## src/rtl/fetch_pkg.sv

```systemverilog
// Shared types and defaults for the instruction-fetch front end.
// Fetch state encoding, reset PC default and instruction width.
package fetch_pkg;

  typedef enum logic [1:0] {
    IDLE  = 2'd0,
    RUN   = 2'd1,
    DRAIN = 2'd2
  } fetch_state_e;

  localparam logic [31:0] PC_BASE_DEFAULT = 32'h8002_0000;
  localparam int          INSTR_W         = 32;

endpackage

```

## src/rtl/fetch_queue.sv

```systemverilog
// Circular prefetch FIFO holding {pc, instr} pairs.
// Flush empties it in one cycle and overrides a same-cycle push.
module fetch_queue #(
  parameter int DEPTH = 4,
  parameter int W     = 64,
  localparam int PW   = $clog2(DEPTH)
) (
  input  logic          clock,
  input  logic          reset,
  input  logic          push,
  input  logic [W-1:0]  push_data,
  input  logic          pop,
  input  logic          flush,
  output logic [W-1:0]  head_data,
  output logic [PW:0]   count
);

  logic [W-1:0]  mem [DEPTH];
  logic [PW-1:0] wr_ptr;
  logic [PW-1:0] rd_ptr;

  always_ff @(posedge clock or negedge reset) begin
    if (!reset) begin
      wr_ptr <= '0;
      rd_ptr <= '0;
      count  <= '0;
    end else if (flush) begin
      wr_ptr <= '0;
      rd_ptr <= '0;
      count  <= '0;
    end else begin
      if (push) wr_ptr <= wr_ptr + PW'(1);
      if (pop)  rd_ptr <= rd_ptr + PW'(1);
      case ({push, pop})
        2'b10:   count <= count + (PW+1)'(1);
        2'b01:   count <= count - (PW+1)'(1);
        default: count <= count;
      endcase
    end
  end

  always_ff @(posedge clock) begin
    if (push && !flush) mem[wr_ptr] <= push_data;
  end

  assign head_data = mem[rd_ptr];

endmodule

```

## src/rtl/fetch_unit.sv

```systemverilog
// PC owner, imem request issue and prefetch queue front end.
// Optional FETCH_PERF_EN adds dequeue and redirect counters.
module fetch_unit
  import fetch_pkg::*;
#(
  parameter int                ADDR_W       = 32,
  parameter int                DATA_W       = INSTR_W,
  parameter int                QUEUE_DEPTH  = 4,
  parameter logic [ADDR_W-1:0] PC_BASE_ADDR = ADDR_W'(PC_BASE_DEFAULT)
) (
  input  logic              clock,
  input  logic              reset,
  input  logic              fetch_en,
  input  logic              redirect,
  input  logic [ADDR_W-1:0] redirect_pc,
  output logic              imem_en,
  output logic [ADDR_W-1:0] imem_addr,
  input  logic [DATA_W-1:0] imem_rdata,
  output logic              instr_valid,
  input  logic              instr_ready,
  output logic [DATA_W-1:0] instr_data,
  output logic [ADDR_W-1:0] instr_pc
`ifdef FETCH_PERF_EN
  ,
  output logic [31:0]       perf_fetched,
  output logic [31:0]       perf_flushes
`endif
);

  localparam int CW = $clog2(QUEUE_DEPTH) + 1;

  fetch_state_e state, state_nxt;

  logic [ADDR_W-1:0]        pc;
  logic [ADDR_W-1:0]        infl_pc;
  logic                     inflight;
  logic                     issue;
  logic                     deq;
  logic                     push;
  logic [CW-1:0]            count;
  logic [ADDR_W+DATA_W-1:0] head;

  assign deq  = instr_valid && instr_ready;
  assign push = inflight && !redirect;

  // Credit counts the outstanding read; a same-cycle dequeue is not credited.
  assign issue = (state == RUN) && !redirect &&
                 ((count + CW'(inflight)) < CW'(QUEUE_DEPTH));

  always_comb begin
    state_nxt = state;
    if (redirect) begin
      if (state == DRAIN) state_nxt = IDLE;
    end else begin
      unique case (state)
        IDLE:    if (fetch_en) state_nxt = RUN;
        RUN:     if (!fetch_en) state_nxt = DRAIN;
        DRAIN: begin
          if (fetch_en)       state_nxt = RUN;
          else if (!inflight) state_nxt = IDLE;
        end
        default: state_nxt = IDLE;
      endcase
    end
  end

  always_ff @(posedge clock or negedge reset) begin
    if (!reset) begin
      state    <= IDLE;
      pc       <= PC_BASE_ADDR;
      infl_pc  <= '0;
      inflight <= 1'b0;
    end else begin
      state    <= state_nxt;
      inflight <= issue;
      if (redirect) begin
        pc <= {redirect_pc[ADDR_W-1:2], 2'b00};
      end else if (issue) begin
        pc      <= pc + ADDR_W'(4);
        infl_pc <= pc;
      end
    end
  end

  fetch_queue #(
    .DEPTH (QUEUE_DEPTH),
    .W     (ADDR_W + DATA_W)
  ) u_queue (
    .clock     (clock),
    .reset     (reset),
    .push      (push),
    .push_data ({infl_pc, imem_rdata}),
    .pop       (deq),
    .flush     (redirect),
    .head_data (head),
    .count     (count)
  );

  assign imem_en     = issue;
  assign imem_addr   = issue ? (pc - PC_BASE_ADDR) : '0;
  assign instr_valid = (count != '0);
  assign instr_data  = instr_valid ? head[DATA_W-1:0] : '0;
  assign instr_pc    = instr_valid ? head[ADDR_W+DATA_W-1:DATA_W] : '0;

`ifdef FETCH_PERF_EN
  always_ff @(posedge clock or negedge reset) begin
    if (!reset) begin
      perf_fetched <= '0;
      perf_flushes <= '0;
    end else begin
      if (deq)      perf_fetched <= perf_fetched + 32'd1;
      if (redirect) perf_flushes <= perf_flushes + 32'd1;
    end
  end
`endif

endmodule

```

## config.mk

```make
export PLATFORM = sky130hd
export DESIGN_NAME = fetch_unit
export DESIGN_NICKNAME = d
export VERILOG_FILES = /design/src/rtl/fetch_pkg.sv /design/src/rtl/fetch_queue.sv /design/src/rtl/fetch_unit.sv
export SDC_FILE = /design/constraint.sdc
export NUM_CORES = 1
export LEC_CHECK = 0
export CORE_MARGIN = 4
export CORE_UTILIZATION = 55
export CTS_CLUSTER_SIZE = 24
export DETAILED_ROUTE_END_ITERATION = 6
export GPL_TIMING_DRIVEN = 0
export PLACE_DENSITY = 0.79
export REMOVE_ABC_BUFFERS = 1
export SETUP_SLACK_MARGIN = 0.15
export SYNTH_ARGS = -nofsm -noshare
export SYNTH_HDL_FRONTEND = slang
export SYNTH_SLANG_ARGS = --single-unit
export TNS_END_PERCENT = 50
```

## constraint.sdc

```tcl
create_clock -name clock -period 3.2 [get_ports clock]
set_input_delay 0.32 -clock clock [delete_from_list [all_inputs] [get_ports clock]]
set_output_delay 0.32 -clock clock [all_outputs]
set_load 0.01 [all_outputs]
```

=== Word-level counts from Yosys, hierarchy flattened ===
Memory sizes are Yosys's and may differ from the RTL's.
Index checks and enable logic that the tools add are counted.

* Memory bits (writable): 256
* Register bits after elaboration: 74
* Input bits: 69
* Memories: 1
* Output and inout bits: 98

* Multiplexer cells: 20
* $add $sub $neg: 7
* Equality and inequality tests: 8
* Bitwise operators: 1
* Reduce and logical (&&, ||, !) cells: 14
* $lt $le $gt $ge: 1

{| class="wikitable"
|+ Memory list
! memory !! depth !! bits a word !! read ports !! clocked after memory_dff !! write ports !! RTL line !! text
|-
| u_queue.mem || 4 || 64 || 1 || 0 || 1 || fetch_queue.sv:18 || <nowiki>logic [W-1:0] mem [DEPTH];</nowiki>
|}

{| class="wikitable"
|+ Operator list
! kind !! number
|-
| $mux W32 || 5
|-
| $add A32 B3 Y32 const B || 1
|-
| $sub A32 B32 Y32 const B || 1
|-
| $mux W2 || 10
|-
| $ne A3 B3 Y1 const B || 2
|-
| $pmux W2 S3 || 1
|-
| $pmux W3 S2 || 1
|-
| $reduce_bool A2 Y1 || 3
|-
| $reduce_bool A3 Y1 || 2
|-
| $logic_and A1 B1 Y1 || 5
|-
| $add A2 B1 Y2 const B || 2
|-
| $eq A2 B1 Y1 const B || 2
|-
| $eq A2 B2 Y1 const B || 2
|-
| $ne A4 B4 Y1 const B || 1
|-
| $reduce_and A4 Y1 || 1
|-
| $add A3 B1 Y3 || 1
|-
| $add A3 B1 Y3 const B || 1
|-
| $lt A3 B3 Y1 const B || 1
|-
| $mux W3 || 1
|-
| $sub A3 B1 Y3 const B || 1
|-
| $logic_not A2 Y1 || 1
|-
| $mux W1 || 2
|-
| $ne A2 B1 Y1 const B || 1
|-
| $reduce_and A2 Y1 || 1
|-
| other kinds (2) || 2
|}

=== Logic depth before layout (Yosys ltp) ===
Gate-level depths: netlist of the first run.

* Depth in word-level cells: 5
* Mapped depth: 10
* Mapped depth without buffers: 7

=== Cells and area by module ===
From an unflattened synthesis of the first run, not the netlist that was laid out.

* Cells, all modules: 829
* Area total of the unflattened synthesis: 13516.7 um2

{| class="wikitable"
|+ Modules (own cells, without submodules)
! module !! times used !! cells each !! sequential area each (um2) !! area each (um2)
|-
| fetch_queue || 1 || 375 || 7862.5 || 9656.8
|-
| fetch_unit || 1 || 454 || 1579.0 || 3860.0
|}

=== Worst setup path before layout of the first run ===
Ideal clock, no wire load.

* Path kind: reg-to-reg
* Start point: register inflight
* End point: memory u_queue.mem[0][0] (enable)
* Setup slack: 571 ps
* Arrival time: 2202 ps
* Clock period less this slack: 2629 ps
* Stages on the path, launching flop included: 4
* Library setup time: 427 ps
* Path through: dfrtp_1 -> buf_4 -> nor2b_1 -> and2_1

* Cells in the longest elaborated chain, start to end: 4

{| class="wikitable"
|+ Ends and longest elaborated chain
! what !! RTL line !! text
|-
| from (decl) || fetch_unit.sv:36 || <nowiki>logic inflight;</nowiki>
|-
| from (signal assigned) || fetch_unit.sv:75 || <nowiki>inflight <= issue;</nowiki>
|-
| $logic_and A1 B1 Y1 || fetch_unit.sv:44 || <nowiki>assign push = inflight && !redirect;</nowiki>
|-
| $logic_and A1 B1 Y1 || fetch_queue.sv:43 || <nowiki>if (push && !flush) mem[wr_ptr] <= push_data;</nowiki>
|-
| $mux W1 || fetch_queue.sv:43 ||
|-
| $mux W1 (not written as such) || fetch_queue.sv:43 ||
|-
| to (decl) || fetch_queue.sv:18 ||
|}

Every way passes these cells.

=== Worst setup path after layout of the first run ===
* Start point: register pc[21]
* End point: output port imem_addr[25]

* Cells in the longest elaborated chain, start to end: 2

{| class="wikitable"
|+ Ends and longest elaborated chain
! what !! RTL line !! text
|-
| from (decl) || fetch_unit.sv:34 || <nowiki>logic [ADDR_W-1:0] pc;</nowiki>
|-
| from (signal assigned) || fetch_unit.sv:77 || <nowiki>pc <= {redirect_pc[ADDR_W-1:2], 2'b00};</nowiki>
|-
| from (signal assigned) || fetch_unit.sv:79 || <nowiki>pc <= pc + ADDR_W'(4);</nowiki>
|-
| $sub A32 B32 Y32 || fetch_unit.sv:100 || <nowiki>assign imem_addr = issue ? (pc - PC_BASE_ADDR) : '0;</nowiki>
|-
| $mux W32 || fetch_unit.sv:100 ||
|-
| to (decl) || fetch_unit.sv:17 || <nowiki>output logic [ADDR_W-1:0] imem_addr,</nowiki>
|}

Every way passes these cells.

==> results of run 1 <==
## logic make-up after synthesis
family          after synthesis  synth area share [%]
other cells                   1                0.0284
fa+ha+maj                     8                 0.816
xor+xnor                     44                  2.92
compound gates               62                  2.87
buf+inv                      64                  2.16
flops                       318                  69.8
mux                          67                  11.0
simple gates                262                  10.4
## routing by layer
layer	GRT usage (%)	vias to the layer above	share of wire, %
li1	-	3408	-
met1	30.4	3779	42
met2	34.5	258	50
met3	2.91	32	6.2
met4	5.22	0	2.0
met5	0	-	0
## worst paths after layout
| path | slack, ps | end | depth (start not counted) |
|---|---|---|---|
| worst min-delay path | 150 | infl_pc[30]$_DFFE_PN0P_ | 2 |
| worst max register to register | 780 | pc[18]$_DFFE_PN0P_ | 6 |
| worst min register to register | 520 | u_queue.mem[2][35]$_DFFE_PP_ | 0 |
| worst max-delay path | 200 | imem_addr[25] | 6 |
| max in group asynchronous | 2480 | u_queue.rd_ptr[1]$_DFFE_PN0P_ | 3 |
| min in group clock | 250 | pc[17]$_DFFE_PN1P_ | 3 |
## power by group through the flow
stage          Clock (mW)  Combinational (mW)  Sequential, mW
5_1_grt              3.73                3.70            5.43
3_3_place_gp            0                3.16            5.65
6_report             3.46                3.41            5.37
3_5_place_dp            0                3.24            5.54
4_1_cts              3.54                3.43            5.37
2_1_floorplan           0                1.58            5.45
## final cells by class
type                            instances  area (sq um)  share of cell area, %
Sequential cell                       318          9220                   56.3
Multi-Input combinational cell        447          3780                   23.1
Timing Repair Buffer                  188          1980                   12.1
Clock buffer                           39           806                   4.92
Tap cell                              319           399                   2.44
Clock inverter                         17           158                  0.962
Inverter                                9          46.3                  0.283
## worst reg2reg max path, delay by kind of cell, from the launching register on
family                 cells  cell delay (ps)
AO/OA/AOI/OAI              1              820
XOR/XNOR                   1              200
buffers and inverters      1              160
flip-flops                 1              470
multiplexers               1              270
AND/OR/NAND/NOR            2              390
## through the flow
stage | setup TNS [ps] | area, sq um | instances | hold slack, ps
6_report | 0 | 16400 | 1337 | 148
4_1_cts | 0 | 16300 | 1325 | 126
5_1_grt | 0 | 16400 | 1337 | 136
3_5_place_dp | 0 | 15200 | 1263 | 164
3_3_place_gp | -964520 | 14900 | 1253 | 491
2_1_floorplan | -29950 | 12900 | 774 | 24.4
## state kept, by name, indices dropped and copies added, names as in the netlist
signal,cells
state,2
u_queue.wr_ptr,2
infl_pc,30
u_queue.rd_ptr,2
u_queue.count,3
u_queue.mem,248
pc,30
inflight,1
## layout by cell type, fill, tap and decap left out, types with 3 or more instances in the layout
master and n:
and2_4 4, o21ai_0 33, dfrtp_2 8, nand4_1 8
conb_1 4, ha_1 6, clkdlybuf4s50_1 154, buf_12 8
a21oi_1 3, inv_1 7, xnor2_1 30, clkbuf_16 31
xor2_1 14, bufinv_16 3, nor2_1 25, clkinv_1 6
clkinv_2 6, a21o_1 16, edfxtp_1 248, nand3_1 6
and3_1 4, dlygate4sd2_1 3, mux2i_1 3, nor4_1 7
mux4_2 62, nand2_1 87, nor3_1 14, and4_1 5
and2_1 78, or3_1 4, clkbuf_1 8, buf_16 4
dfrtp_1 58, buf_4 16
## synth_stat cells, types with 3 or more instances
| master | instances | area share, % |
|---|---|---|
| o21ai_0 | 33 | 1.3 |
| clkbuf_1 | 35 | 1.0 |
| nor3_1 | 14 | 0.53 |
| buf_2 | 12 | 0.46 |
| and2_1 | 82 | 3.9 |
| dfrtp_1 | 68 | 13 |
| edfxtp_1 | 248 | 56 |
| mux2i_1 | 3 | 0.23 |
| xnor2_1 | 30 | 2.0 |
| and4_1 | 5 | 0.33 |
| a21o_1 | 16 | 0.91 |
| ha_1 | 7 | 0.66 |
| buf_4 | 6 | 0.34 |
| or3_1 | 5 | 0.24 |
| nor2_1 | 27 | 0.77 |
| nand2_1 | 88 | 2.5 |
| a21oi_1 | 4 | 0.15 |
| inv_1 | 8 | 0.23 |
| nand4_1 | 8 | 0.38 |
| nand3_1 | 6 | 0.23 |
| nor4_1 | 8 | 0.38 |
| and3_1 | 4 | 0.19 |
| xor2_1 | 14 | 0.93 |
| mux4_2 | 62 | 11 |
## timing repair
action	4_1_cts	5_1_grt
hold endpoints to repair	68	0
resized for setup	20	11
hold buffers	1	0
setup endpoints to repair	93	37
pin swaps	0	3
gates cloned	0	0
buffers inserted	5	12
==> results by group, run 1 <==
Die
  • Core Area: 23500 sq um
  • Chip Height: 163 um
  • DIE WIDTH: 163 um
  • Num rows: 56
  • Die Area: 26500 sq um
  • Initial Util: 56.0%
  • I/O pin cnt: 167

Setup path
  • Required @ worst endpoint: 2880 ps
  • Cell Chain, Critical Path: nor4_4, nand2_2, or3_1, xor2_1, nor2_1, clkdlybuf4s50_1
  • WP data arrival: 2680 ps
  • Crit path from: pc[21]$_DFFE_PN0P_
  • Slowest CP cell: clkdlybuf4s50_1
  • CP bufs+invs: 1
  • Max stage delay on crit path: 560 ps
  • Setup CP Type: register to primary output
  • Setup crit start kind: register
  • Crit path max fanout: 7
  • RR Startpoint: inflight$_DFF_PN0_
  • Critical path's top delay family: simple AND/OR/NAND/NOR gates
  • Critical path capture point type: primary output

GRT
  • First-pass GRT wire length: 43400 um
  • Initial antenna violation count: 0
  • Pin count of the biggest net entering global routing: 64
  • Tot GR Track Use: 21.0%
  • Gr ovfl total: 0
  • Vias in the first global route: 7711

Power
  • Final Power: 12.2 mW
  • P_sw: 3.33 mW
  • Reg power frac: 43.9%
  • Switching Share: 27.2%
  • Clk network pwr share: 28.3%
  • Leakage: 5.69 nW
  • PwrDens: 747 nW/um^2
  • Combinational cell fraction of total power: 27.8%
  • Int Pwr: 8.90 mW
  • Peak VDD IR: 0.440 mV

Clock network
  • Clk slew on worst S/H paths: 60 ps
  • Clk_lat worst skew: 540 ps
  • Root Driver: clkbuf_16
  • H-Tree Depth: 1
  • CTS tree: done
  • Max clock buf depth: 3
  • Inserted Clock Buffers: 31
  • CTS Sinks: 318

Yosys
  • Syn Area/Cell: 16.0 sq um
  • Post-synthesis instance total: 826
  • Seq cells post-synth: 318
  • Synth warn: 0
  • Sequential cell area fraction in the yosys report: 69.8%
  • Post-Synthesis Cell Area: 13200 sq um
  • Ys flop type: edfxtp_1
  • Unique masters post-synth: 50
  • Ys async rst share: 22.0%
  • Number of synthesized flops with an enable pin: 248

Drt
  • Final WL: 27500 um
  • Via count: 7477
  • Pre-antenna DRT Iters: 5
  • Iteration-0 DRC count of the detailed router: 637
  • # DRC: 0
  • Post-route ant nets: 0
  • WL/cell: 20.6 um
  • Vias/cell: 5.59

STA
  • Setup violators final: 0
  • Slack of the critical path: 199 ps
  • Worst clock skew: 14.9 ps
  • Final Hold Fails: 0
  • Worst-Margin Slew: 1060 ps
  • Min Clock Period, post-route: 3000 ps
  • Period utilization: 93.8%
  • Fmax: 333 MHz
  • Max-slew headroom: 28.7%
  • RSZ-0062 raised after global routing: yes
  • Fin. max-slew vios: 0

Layout
  • Layout Area Growth over Synthesis: 24.3%
  • Share of cells above drive strength 1: 16.9%
  • Post-layout util: 69.6%
  • Number of fill cells: 1580
  • N_diodes: 0
  • Nets: 1072

Place
  • RePlAce Congestion: 0.777
  • Pre-CTS setup slack: 76.6 ps
  • IO buf count: 160
  • HPWL Detailed: 16700 um

Outcome
  • Status: finished clean

Flow run
  • Max-cap violations: 0

Hold path
  • Hold WC Path Type: input pin to async pin
Power figures use the tool's default switching activity.
==> inputs of run 2 (changes only) <==
--- a/config.mk
+++ b/config.mk
@@ -5,12 +5,13 @@
 export SDC_FILE = /design/constraint.sdc
 export NUM_CORES = 1
 export LEC_CHECK = 0
+export ABC_CLOCK_PERIOD_IN_PS = 3700
 export CORE_MARGIN = 4
-export CORE_UTILIZATION = 55
+export CORE_UTILIZATION = 60
 export CTS_CLUSTER_SIZE = 24
 export DETAILED_ROUTE_END_ITERATION = 6
 export GPL_TIMING_DRIVEN = 0
-export PLACE_DENSITY = 0.79
+export PLACE_DENSITY = 0.85
 export REMOVE_ABC_BUFFERS = 1
 export SETUP_SLACK_MARGIN = 0.15
 export SYNTH_ARGS = -nofsm -noshare
==> constraint.sdc (replaced) <==
create_clock -name clock -period 3.7 [get_ports clock]
set_input_delay 0.37 -clock clock [delete_from_list [all_inputs] [get_ports clock]]
set_output_delay 0.37 -clock clock [all_outputs]
set_load 0.01 [all_outputs]
==> run 2 against run 1 <==
Effect of this change:
- combinational power is 18% lower
- sequential share of layout area up 0.32 points
- cell count shrank 4.3%
- sequential power is 12% lower
- flip-flop and latch count unchanged
- power down 12%
- core utilization rose by 6.9 points
- clock skew decreased by 7.0 ps
- cell area down 0.66%
- critical endpoint is now imem_addr[29]
==> results by group, run 2 (same netlist as run 1, synthesis figures left out) <==
Clock network
  • H-Tree Depth: 2 (+1)
  • Post-CTS Setup Inserts: 0 (-5)
  • CTS Sinks: 318 (unchanged)
  • CTS tree: done
  • Inserted Clock Buffers: 34 (+9.7%)
  • Max clock buf depth: 3 (unchanged)
  • Root Driver: clkbuf_16
  • Clk_lat worst skew: 500 ps (-40 ps)
  • Clk slew on worst S/H paths: 60 ps (about the same)

Place
  • RePlAce Congestion: 0.791 (+1.8%)
  • IO buf count: 160 (unchanged)
  • Placed Area: 15200 sq um (-0.26%)
  • HPWL Detailed: 16600 um (-0.54%)
  • Placed Cells: 1219 (-3.5%)

Setup path
  • Setup CP Type: register to primary output
  • Setup crit start kind: register
  • Required @ worst endpoint: 3330 ps (+450 ps)
  • Crit path max fanout: 10 (+3)
  • WP data arrival: 3010 ps (+330 ps)
  • Critical path capture point type: primary output

Layout
  • Fin area: 16300 sq um (-0.66%)
  • Layout Area Growth over Synthesis: 23.4%
  • N_diodes: 0 (unchanged)
  • Post-route insts no fill: 1280 (-4.3%)
  • Largest Register: u_queue.mem
  • Nets: 1058 (-1.3%)
  • Largest regs: u_queue.mem x248, infl_pc x30, pc x30
  • Largest register FFs: 248 (unchanged)
  • Most frequent cells in the layout: edfxtp_1 (248), clkdlybuf4s50_1 (158), nand2_1 (88), and2_1 (78), dfrtp_1 (65)
  • Share of cells above drive strength 1: 14.7% (-2.2 points)
  • Commonest non-fill, non-tap cell in the layout: edfxtp_1

STA
  • Hold Slack: 273 ps (+124 ps)
  • Final Hold Fails: 0 (unchanged)
  • Fin. max-slew vios: 0 (unchanged)
  • RSZ-0062 raised after global routing: no
  • Worst-Margin Slew: 996 ps (-65.5 ps)
  • TNS Setup: 0 ps (unchanged)
  • Fmax: 295 MHz
  • Setup violators final: 0 (unchanged)
  • Max-slew headroom: 33.1% (+4.4 points)
  • Period utilization: 91.5%
  • Min Clock Period, post-route: 3380 ps
  • Worst clock skew: 7.87 ps (-6.99 ps)

Hold path
  • Hold WC Path Type: input pin to register

Power
  • Leakage: 5.66 nW (-0.48%)
  • Peak VDD IR: 0.438 mV (-0.60%)
  • Clk network pwr share: 30.5% (+2.2 points)
  • Int Pwr: 7.88 mW (-11%)
  • Reg power frac: 43.6% (-0.3 points)
  • P_sw: 2.90 mW (-13%)
  • Switching Share: 26.9% (-0.32 points)
  • Combinational cell fraction of total power: 25.9% (-1.9 points)
  • Final Power: 10.8 mW (-12%)
  • PwrDens: 662 nW/um^2 (-11%)

GRT
  • Initial antenna violation count: 0 (unchanged)
  • First-pass GRT wire length: 43500 um (+0.18%)
  • Tot GR Track Use: 23.0% (+2.0 points)
  • Vias in the first global route: 7814 (+1.3%)
  • Pin count of the biggest net entering global routing: 71 (+11%)
  • Gr ovfl total: 0 (unchanged)

Flow run
  • Max-cap violations: 0 (unchanged)

Die
  • Chip Height: 156 um (-4.0%)
  • I/O pin cnt: 167 (unchanged)
  • DIE WIDTH: 156 um (-4.0%)
  • Die Area: 24400 sq um (-7.9%)
  • Core Area: 21300 sq um (-9.6%)
  • Initial Util: 62.0% (+5.9 points)
  • Num rows: 53 (-5.4%)

Outcome
  • Status: finished clean

Drt
  • Post-route ant nets: 0 (unchanged)
  • Vias/cell: 5.86 (+4.8%)
  • Pre-antenna DRT Iters: 5 (unchanged)
  • Via count: 7500 (+0.31%)
  • WL/cell: 21.5 um (+4.1%)
  • # DRC: 0 (unchanged)
  • Final WL: 27500 um (-0.32%)
  • Iteration-0 DRC count of the detailed router: 566 (-11%)
-- run 2: cell types whose count changed in the layout (fill, tap and decap cells not counted), sizes merged --
cell           delta
clkdlybuf4s50     +4
dlygate4sd2       -3
clkinv            -2
clkinvlp          +1
clkbuf            +6
bufinv            -1
buf              -18
-- run 2: power groups by stage --
stage	logic (mW)	registers [mW]	clock network, mW
global route	3.03	4.76	3.53
floorplan	1.37	4.71	0
global placement	2.42	4.78	0
detailed placement	2.82	4.76	0
finish	2.79	4.70	3.29
CTS	2.85	4.70	3.35
-- run 2: final timing paths --
check	slack, ps	startpoint	depth (start not counted)	to
max	320	pc[23]$_DFFE_PN0P_	5	imem_addr[29]
min	270	redirect	3	pc[29]$_DFFE_PN0P_
max reg2reg	950	u_queue.count[0]$_DFFE_PN0P_	8	u_queue.count[2]$_DFFE_PN0P_
min reg2reg	510	infl_pc[24]$_DFFE_PN0P_	0	u_queue.mem[0][56]$_DFFE_PP_
max in group asynchronous	2920	reset	3	pc[17]$_DFFE_PN1P_
min in group asynchronous	410	reset	3	pc[30]$_DFFE_PN0P_
-- run 2: critical path, cell delays in order, from the launching register on --
cell	delay [ps]
dfrtp_1	500
or4_4	560
or3_4	380
or3_1	360
a21oi_1	170
clkdlybuf4s50_1	560
-- run 2: metrics by stage --
| stage | worst slack (ps) | utilization [%] |
|---|---|---|
| finish | 315 | 76.5 |
| global route | 206 | 76.5 |
| CTS | 156 | 76.4 |
| detailed placement | 503 | 71.2 |
| global placement | -2170 | 70.0 |
| floorplan | -33.1 | - |
-- run 2: routing by layer --
layer / routed length [um] / track usage [%]
met1: 11400 / 32.6
met2: 13600 / 38.0
met3: 1810 / 3.82
met4: 637 / 6.03
met5: 0 / 0
-- run 2: area by class of cell --
| cell class | instances | area (sq um) |
|---|---|---|
| Fill cell | 1215 | 5010 |
| Inverter | 9 | 38.8 |
| Tap cell | 275 | 344 |
| Sequential cell | 318 | 9210 |
| Clock inverter | 15 | 128 |
| Timing Repair Buffer | 171 | 1850 |
| Clock buffer | 45 | 976 |
| Multi-Input combinational cell | 447 | 3730 |
-- run 2: repair_timing --
item	CTS	global route
endpoints found under the setup margin	14	31
hold buffers	1	0
gates resized for setup	2	2
gates cloned	0	0
endpoints found under the hold margin	68	0
